### src/rtl/user_mgr_arbiter.sv
// Round-robin OBI manager arbiter: merges NumMgr upstream managers onto one
// downstream port and routes responses back in order through an ID FIFO.
module user_mgr_arbiter #(
   parameter int  NumMgr   = 2,
   parameter int  MaxTrans = 4,
   localparam int IdW      = (NumMgr > 1) ? $clog2(NumMgr) : 1,
   localparam int CntW     = $clog2(MaxTrans + 1),
   localparam int PtrW     = (MaxTrans > 1) ? $clog2(MaxTrans) : 1
) (
   input  logic                 clk_i,
   input  logic                 rst_i,
   input  logic [NumMgr-1:0]    mgr_req_i,
   input  logic [NumMgr*32-1:0] mgr_addr_i,
   input  logic [NumMgr-1:0]    mgr_we_i,
   input  logic [NumMgr*4-1:0]  mgr_be_i,
   input  logic [NumMgr*32-1:0] mgr_wdata_i,
   output logic [NumMgr-1:0]    mgr_gnt_o,
   output logic [NumMgr-1:0]    mgr_rvalid_o,
   output logic [31:0]          mgr_rdata_o,
   output logic                 mgr_err_o,
   output logic                 out_req_o,
   output logic [31:0]          out_addr_o,
   output logic                 out_we_o,
   output logic [3:0]           out_be_o,
   output logic [31:0]          out_wdata_o,
   input  logic                 out_gnt_i,
   input  logic                 out_rvalid_i,
   input  logic [31:0]          out_rdata_i,
   input  logic                 out_err_i,
   output logic [CntW-1:0]      outstanding_o,
   output logic                 protocol_err_o
);

   typedef enum logic {ARB, HOLD} state_t;

   typedef struct packed {
      logic [31:0] addr;
      logic        we;
      logic [3:0]  be;
      logic [31:0] wdata;
   } a_req_t;

   a_req_t [NumMgr-1:0] a_req;

   for (genvar k = 0; k < NumMgr; k++) begin : g_unpack
      assign a_req[k].addr  = mgr_addr_i[32*k +: 32];
      assign a_req[k].we    = mgr_we_i[k];
      assign a_req[k].be    = mgr_be_i[4*k +: 4];
      assign a_req[k].wdata = mgr_wdata_i[32*k +: 32];
   end

   state_t                          state, state_nxt;
   logic   [IdW-1:0]                rr_ptr, hold_id;
   logic   [IdW-1:0]                pick, sel;
   logic                            pick_vld, sel_vld, active;
   logic                            push, pop, full, empty, perr;
   logic   [CntW-1:0]               count;
   logic   [PtrW-1:0]               wr_ptr, rd_ptr;
   logic   [MaxTrans-1:0][IdW-1:0]  fifo;
   logic   [IdW-1:0]                head;

   assign full  = (count == CntW'(MaxTrans));
   assign empty = (count == '0);
   assign head  = fifo[rd_ptr];

   // Scan from the farthest offset down so the nearest requester at/after rr_ptr wins.
   always_comb begin
      int idx;
      idx      = 0;
      pick     = '0;
      pick_vld = 1'b0;
      for (int i = NumMgr - 1; i >= 0; i--) begin
         idx = int'(rr_ptr) + i;
         if (idx >= NumMgr) idx = idx - NumMgr;
         if (mgr_req_i[idx]) begin
            pick     = IdW'(idx);
            pick_vld = 1'b1;
         end
      end
   end

   always_comb begin
      state_nxt = state;
      sel       = hold_id;
      sel_vld   = 1'b0;
      case (state)
         ARB: begin
            if (pick_vld && !full) begin
               sel     = pick;
               sel_vld = 1'b1;
               if (!out_gnt_i) state_nxt = HOLD;
            end
         end
         HOLD: begin
            sel     = hold_id;
            sel_vld = 1'b1;
            if (out_gnt_i) state_nxt = ARB;
         end
         default: state_nxt = ARB;
      endcase
   end

   // Everything is forced quiet while reset is held.
   assign active = sel_vld & ~rst_i;
   assign push   = active & out_gnt_i;
   assign pop    = out_rvalid_i & ~empty & ~rst_i;

   assign out_req_o    = active;
   assign out_addr_o   = active ? a_req[sel].addr  : '0;
   assign out_we_o     = active ? a_req[sel].we    : 1'b0;
   assign out_be_o     = active ? a_req[sel].be    : '0;
   assign out_wdata_o  = active ? a_req[sel].wdata : '0;
   assign mgr_gnt_o    = push ? (NumMgr'(1) << sel) : '0;

   assign mgr_rvalid_o = pop ? (NumMgr'(1) << head) : '0;
   assign mgr_rdata_o  = (out_rvalid_i && !rst_i) ? out_rdata_i : '0;
   assign mgr_err_o    = out_rvalid_i & out_err_i & ~rst_i;

   assign outstanding_o  = count;
   assign protocol_err_o = perr;

   always_ff @(posedge clk_i or posedge rst_i) begin
      if (rst_i) begin
         state   <= ARB;
         hold_id <= '0;
         rr_ptr  <= '0;
      end else begin
         state <= state_nxt;
         if (state == ARB && state_nxt == HOLD) hold_id <= pick;
         if (push) rr_ptr <= (sel == IdW'(NumMgr - 1)) ? '0 : sel + IdW'(1);
      end
   end

   always_ff @(posedge clk_i or posedge rst_i) begin
      if (rst_i) begin
         fifo   <= '0;
         wr_ptr <= '0;
         rd_ptr <= '0;
         count  <= '0;
         perr   <= 1'b0;
      end else begin
         if (push) begin
            fifo[wr_ptr] <= sel;
            wr_ptr       <= wr_ptr + PtrW'(1);
         end
         if (pop) rd_ptr <= rd_ptr + PtrW'(1);
         case ({push, pop})
            2'b10:   count <= count + CntW'(1);
            2'b01:   count <= count - CntW'(1);
            default: count <= count;
         endcase
         // A response with nothing outstanding is dropped and flagged until reset.
         if (out_rvalid_i && empty) perr <= 1'b1;
      end
   end

endmodule
### config.mk
export PLATFORM = sky130hd
export DESIGN_NAME = user_mgr_arbiter
export DESIGN_NICKNAME = d
export VERILOG_FILES = /design/src/rtl/user_mgr_arbiter.sv
export SDC_FILE = /design/constraint.sdc
export NUM_CORES = 1
export LEC_CHECK = 0
export CAP_MARGIN = 25
export CORE_AREA = 2 2 110 112
export CTS_CLUSTER_DIAMETER = 60
export CTS_CLUSTER_SIZE = 28
export DETAILED_ROUTE_END_ITERATION = 6
export DIE_AREA = 0 0 112 114
export GPL_TIMING_DRIVEN = 0
export MAX_ROUTING_LAYER = met4
export PLACE_DENSITY = 0.76
export SLEW_MARGIN = 15
export SYNTH_ARGS = -nofsm -noshare
export SYNTH_HDL_FRONTEND = slang
export SYNTH_SLANG_ARGS = --single-unit
### constraint.sdc
create_clock -name clk_i -period 2.6 [get_ports clk_i]
set_input_delay 0.52 -clock clk_i [delete_from_list [all_inputs] [get_ports clk_i]]
set_output_delay 0.52 -clock clk_i [all_outputs]
set_load 0.02 [all_outputs]
==> impl_metrics.json, run 1 <==
{
  "status": "finished, final reports clean",
  "wl_per_cell_um": 17.0,
  "hold_viol_final": 0,
  "drt_iter0_markers": 350,
  "routed_via_density": 4.89,
  "drc_errors": 0,
  "core_area_um2": 11700,
  "final_cell_mix": "179 x clkdlybuf4s50_1, 73 x nand3_1, 71 x buf_4, 51 x a21oi_1, 35 x dlygate4sd2_1",
  "die_y_um": 114,
  "clkPwrFrac": 0.067,
  "synth.top_cells.by_area": "dfrtp_1 16%, nand3_1 16%, a21oi_1 16%",
  "async_flop_share": 1.00,
  "clock_path_buffers": 2,
  "yosysWarnings": 0,
  "grt_pass1_wl_um": 20400,
  "timing.rr.end": "outstanding_o[2]$_DFFE_PP0P_",
  "fmax_mhz": 385,
  "powerDensity_nw_per_um2": 763,
  "synthDominantCellAreaShare": 0.164,
  "io_pins": 288,
  "r2r_slack_ns": 0.18,
  "path_class": "flop to output port",
  "gp_congestion": 0.834,
  "setup_violations": 0,
  "max_slew_margin": 0.639,
  "min_period_over_period": 0.999,
  "p_comb_frac": 0.835,
  "hp-class": "flop to flop",
  "dp_hpwl_um": 10100,
  "cts_tree": "built",
  "critPathCaptureType": "output port",
  "layout.nets": 851,
  "max-vdd-ir-drop_uv": 378,
  "ys_seq_area_frac": 0.164,
  "pwr-share-seq": 0.099,
  "cp_data_required_time_ns": 2.08,
  "hold_buffers": 0,
  "synth_nets": 539,
  "synthesis.area_per_instance_um2": 6.43,
  "cap_viol_max_count": 0,
  "power.switching_mw": 2.16,
  "path_max_fanout": 5,
  "dieWidth_um": 112,
  "register_area_um2": 377,
  "skew_ns": 0.00290,
  "antenna_left": 0,
  "syn_to_final_growth_pct": 158,
  "fin_worst_hold_slack_ns": 0.479,
  "rsz0062_at_grt": "true",
  "io_buffer_count": 286,
  "whs_endpoint": "protocol_err_o$_DFFE_PP0P_",
  "synth_area_um2": 2290,
  "grt_usage": 0.203,
  "fin_crit_ns": 2.60,
  "tns_ns": 0,
  "worst_slew_pin_slew_ns": 0.540,
  "num_rows": 40,
  "ff2ff_path_depth": 13,
  "synth_cell_type_count": 36,
  "crit_arrival_ns": 2.08,
  "antenna_found_initial": 1,
  "htreeDepth": 1,
  "firstDrtPassIters": 5,
  "multi_input_area_um2": 1920,
  "layout-drive-gt1-share": 0.303,
  "grt_pass1_vias": 3921,
  "min_path_cells": 1,
  "r2r_start": "outstanding_o[0]$_DFFE_PP0P_",
  "clkLatencyLatePin_ns": 0.25,
  "synth_cells": 356,
  "numCtsBuffers": 3,
  "final_core_util": 0.504,
  "vias": 3982,
  "grt_max_degree": 16,
  "clk_pin_slew_worst_paths_ns": 0.05,
  "leakagePower_nw": 2.57,
  "floorplan.initialDensity": 0.195,
  "routed_wl_um": 13900,
  "ys_ff_latch": 15,
  "fp.dieArea_um2": 12800,
  "clock-sinks": 15,
  "slew_viol_final": 0,
  "cp-start-kind": "flop",
  "overflow": 0,
  "root_buffer": "clkbuf_16",
  "num-fill-cells": 1170,
  "holdCritStartpoint": "protocol_err_o$_DFFE_PP0P_",
  "mostFrequentLayoutCell": "clkdlybuf4s50_1",
  "synthFlopType": "dfrtp_1",
  "internal_power_mw": 2.34,
  "yosysTopAreaCell": "dfrtp_1",
  "synth-edff-count": 0,
  "sw_frac_of_total": 0.480
}
==> worst max-delay path by stage <==
stage / start / slack, ns / end
floorplan: outstanding_o[2]$_DFFE_PP0P_ / 0.22 / out_addr_o[10]
global placement: mgr_req_i[1] / -1.33 / out_addr_o[25]
detailed placement: mgr_req_i[1] / -1.39 / out_addr_o[25]
CTS: outstanding_o[0]$_DFFE_PP0P_ / -0.14 / out_addr_o[20]
global route: outstanding_o[1]$_DFFE_PP0P_ / -0.08 / out_addr_o[11]
finish: outstanding_o[1]$_DFFE_PP0P_ / 0.003 / out_wdata_o[22]
==> per-stage QoR <==
| step | instance area [um^2] | worst slack [ns] | total power, mW | instances |
|---|---|---|---|---|
| finish | 5900 | 0.00263 | 4.50 | 815 |
| CTS | 5740 | -0.140 | 4.34 | 815 |
| floorplan | 2290 | 0.217 | 2.11 | 356 |
| global placement | 5340 | -1.33 | 3.39 | 789 |
| detailed placement | 5340 | -1.39 | 3.46 | 789 |
| global route | 5900 | -0.0776 | 4.80 | 815 |
==> synth_stat cells, drive strengths merged (2+ instances only) <==
library cell	number
inv	7
xor2	3
ha	5
a31o	2
o21ai	69
nor2	6
clkbuf	35
nor3	2
nand2	3
a21oi	71
dfrtp	15
nand3	74
xnor2	3
mux2	6
buf	7
and2	34
nor2b	3
==> routing by layer <==
layer / track usage / up-vias / part of all wire
met5: - / - / 0
met4: 0.0618 / 0 / 0.023
met3: 0.0351 / 23 / 0.080
met2: 0.360 / 233 / 0.51
met1: 0.236 / 1834 / 0.39
li1: - / 1892 / -
==> sequential cells by signal, summed over array words and instances (netlist names) <==
register	count
fifo	4
hold_id	1
outstanding_o	3
protocol_err_o	1
rd_ptr	2
rr_ptr	1
state	1
wr_ptr	2
==> logic make-up after synthesis <==
group | Yosys count | synth area share
AOI/OAI and AO/OA | 145 | 0.330
and+or+nand+nor | 126 | 0.305
buffers and inverters | 50 | 0.0990
DFF | 15 | 0.164
muxes | 8 | 0.0437
xor gates and xnor gates | 6 | 0.0230
adders and majority gates | 6 | 0.0361
==> worst max-delay path: stages, from the launching register on <==
cell     delay [ns]
dfrtp_1        0.38
or3b_4         0.44
a31oi_4        0.24
buf_6          0.17
buf_6          0.11
buf_8          0.12
o21ai_4        0.05
a21oi_2        0.17
buf_6          0.14
==> repair_timing <==
action / CTS / global route
setup buffers: 17 / 5
resized for setup: 527 / 110
cloned: 6 / 0
endpoints found under the setup margin: 109 / 72
pin swaps: 66 / 38
==> power by group through the flow <==
| stage | clock (mW) | combinational, mW | sequential [mW] |
|---|---|---|---|
| 6_report | 0.300 | 3.76 | 0.444 |
| 5_1_grt | 0.314 | 4.02 | 0.462 |
| 4_1_cts | 0.303 | 3.60 | 0.442 |
| 3_5_place_dp | 0 | 3.00 | 0.465 |
| 3_3_place_gp | 0 | 2.94 | 0.454 |
| 2_1_floorplan | 0 | 1.63 | 0.476 |
==> final cells by class <==
type | instances | share of cell area
diodes | 1 | 0.000424
inverters | 8 | 0.00551
well taps | 147 | 0.0312
plain buffers | 40 | 0.0642
clock inverters | 1 | 0.000848
flip-flops and latches | 15 | 0.0638
repair buffers | 309 | 0.495
clock buffers | 3 | 0.0127
multi-input cells | 291 | 0.326
Note: power is estimated with default switching activity, not from simulation.
==> run 2, diff against run 1 <==
PLACE_DENSITY = default   (was 0.76)
==> impl_metrics.json, run 2 (synthesis results as in run 1) <==
{
  "slew_viol_final": 0,
  "place_area_um2": 5340,
  "layout-drive-gt1-share": 0.235,
  "gp_congestion": 0.855,
  "io_pins": 288,
  "setup_violations": 0,
  "crit_arrival_ns": 2.02,
  "io_buffer_count": 286,
  "fmax_mhz": 393,
  "grt_pass1_vias": 3814,
  "ff2ff_path_depth": 13,
  "core_area_um2": 11700,
  "syn_to_final_growth_pct": 140,
  "timing.rr.end": "outstanding_o[2]$_DFFE_PP0P_",
  "grt_max_degree": 16,
  "grt_pass1_wl_um": 19700,
  "max_slew_margin": 0.616,
  "worst_slew_pin_slew_ns": 0.575,
  "routed_via_density": 4.74,
  "num-fill-cells": 1202,
  "leakagePower_nw": 2.45,
  "cap_viol_max_count": 0,
  "clock_path_buffers": 2,
  "dieWidth_um": 112,
  "clk_pin_slew_worst_paths_ns": 0.05,
  "min_period_over_period": 0.979,
  "cts_tree": "built",
  "r2r_slack_ns": 0.24,
  "rsz0062_at_grt": "true",
  "fp.dieArea_um2": 12800,
  "cpMaxStageDelayCell": "or3b_4",
  "max-vdd-ir-drop_uv": 272,
  "fin_worst_hold_slack_ns": 0.429,
  "regMostFlops": "fifo",
  "hp-class": "input pin to async pin",
  "layout.nets": 839,
  "numCtsBuffers": 3,
  "drc_errors": 0,
  "powerDensity_nw_per_um2": 724,
  "dp_hpwl_um": 10500,
  "firstDrtPassIters": 4,
  "mostFrequentLayoutCell": "clkdlybuf4s50_1",
  "routed_wl_um": 13200,
  "floorplan.initialDensity": 0.195,
  "cp_data_required_time_ns": 2.08,
  "vias": 3808,
  "post-place-ws_ns": -1.30,
  "r2r_start": "outstanding_o[0]$_DFFE_PP0P_",
  "drt_iter0_markers": 186,
  "worstPathCellList": "or3b_4, a31o_2, buf_6, buf_4, nand3_1, a21oi_1, buf_4",
  "antenna_left": 0,
  "design_area_um2": 5500,
  "clkLatencyLatePin_ns": 0.24,
  "final_core_util": 0.470,
  "path_common_cell": "buf_4",
  "overflow": 0,
  "status": "finished, final reports clean",
  "final_cell_mix": "179 x clkdlybuf4s50_1, 73 x nand3_1, 65 x a21oi_1, 57 x buf_4, 38 x o21ai_0",
  "htreeDepth": 1,
  "clock-sinks": 15,
  "layout_setup_ws_ns": 0.0556,
  "wl_per_cell_um": 16.5,
  "tns_ns": 0,
  "root_buffer": "clkbuf_16",
  "num_rows": 40,
  "skew_ns": 0.000893,
  "critPathCaptureType": "output port",
  "largest_reg_flops": 4,
  "die_y_um": 114,
  "path_max_fanout": 10,
  "hold_viol_final": 0,
  "slowest_delay_ns": 0.45,
  "hold_buffers": 0,
  "cp-start-kind": "flop",
  "path_class": "flop to output port",
  "fin_crit_ns": 2.54,
  "antenna_found_initial": 1,
  "grt_usage": 0.195
}
==> run 2: worst max-delay path by stage <==
| stage | from | end |
|---|---|---|
| 2_1_floorplan | outstanding_o[2]$_DFFE_PP0P_ | out_addr_o[10] |
| 3_3_place_gp | mgr_req_i[1] | out_wdata_o[5] |
| 3_5_place_dp | mgr_req_i[1] | out_wdata_o[5] |
| 4_1_cts | outstanding_o[0]$_DFFE_PP0P_ | out_addr_o[10] |
| 5_1_grt | outstanding_o[0]$_DFFE_PP0P_ | out_wdata_o[5] |
| 6_report | outstanding_o[0]$_DFFE_PP0P_ | out_wdata_o[11] |
==> run 2: area by class of cell <==
class                   instances  area [um^2]  share of cell area
plain buffers                  38          320              0.0582
clock buffers                   4         78.8              0.0143
diodes                          1         2.50            0.000455
inverters                       8         32.5             0.00592
well taps                     147          184              0.0334
flip-flops and latches         15          377              0.0685
repair buffers                299         2730               0.496
multi-input cells             291         1780               0.324
==> run 2: per-stage QoR <==
stage / std cells / power, mW
2_1_floorplan: 356 / 2.11
5_1_grt: 803 / 4.28
3_3_place_gp: 789 / 3.39
6_report: 803 / 3.98
3_5_place_dp: 789 / 3.44
4_1_cts: 802 / 3.79
==> run 2: critical path: cells and delay by family, from the launching register on <==
family / cells / cell delay, ns
compound gates: 2 / 0.35
buf+inv: 3 / 0.47
flops: 1 / 0.40
simple gates: 2 / 0.56
==> run 2: power by group <==
part | switching, mW | internal, mW | total (mW)
registers | 0.0929 | 0.353 | 0.446
logic | 1.75 | 1.50 | 3.24
clock network | 0.0884 | 0.207 | 0.296
total | 1.93 | 2.06 | 3.98
==> run 2: metal layers <==
metal,wire length (um),vias up,GRT usage
met5,0,-,-
met2,6930,196,0.376
met3,1070,8,0.0404
li1,-,1872,-
met1,5110,1732,0.209
met4,112,0,0.0341
==> run 2: timing repair <==
item                                    in CTS  in global routing
setup buffers                               10                  2
hold endpoints to repair                     0                  0
cloned                                       1                  1
endpoints found under the setup margin     109                 66
gates resized for setup                    417                 93
pin swaps                                    8                 26
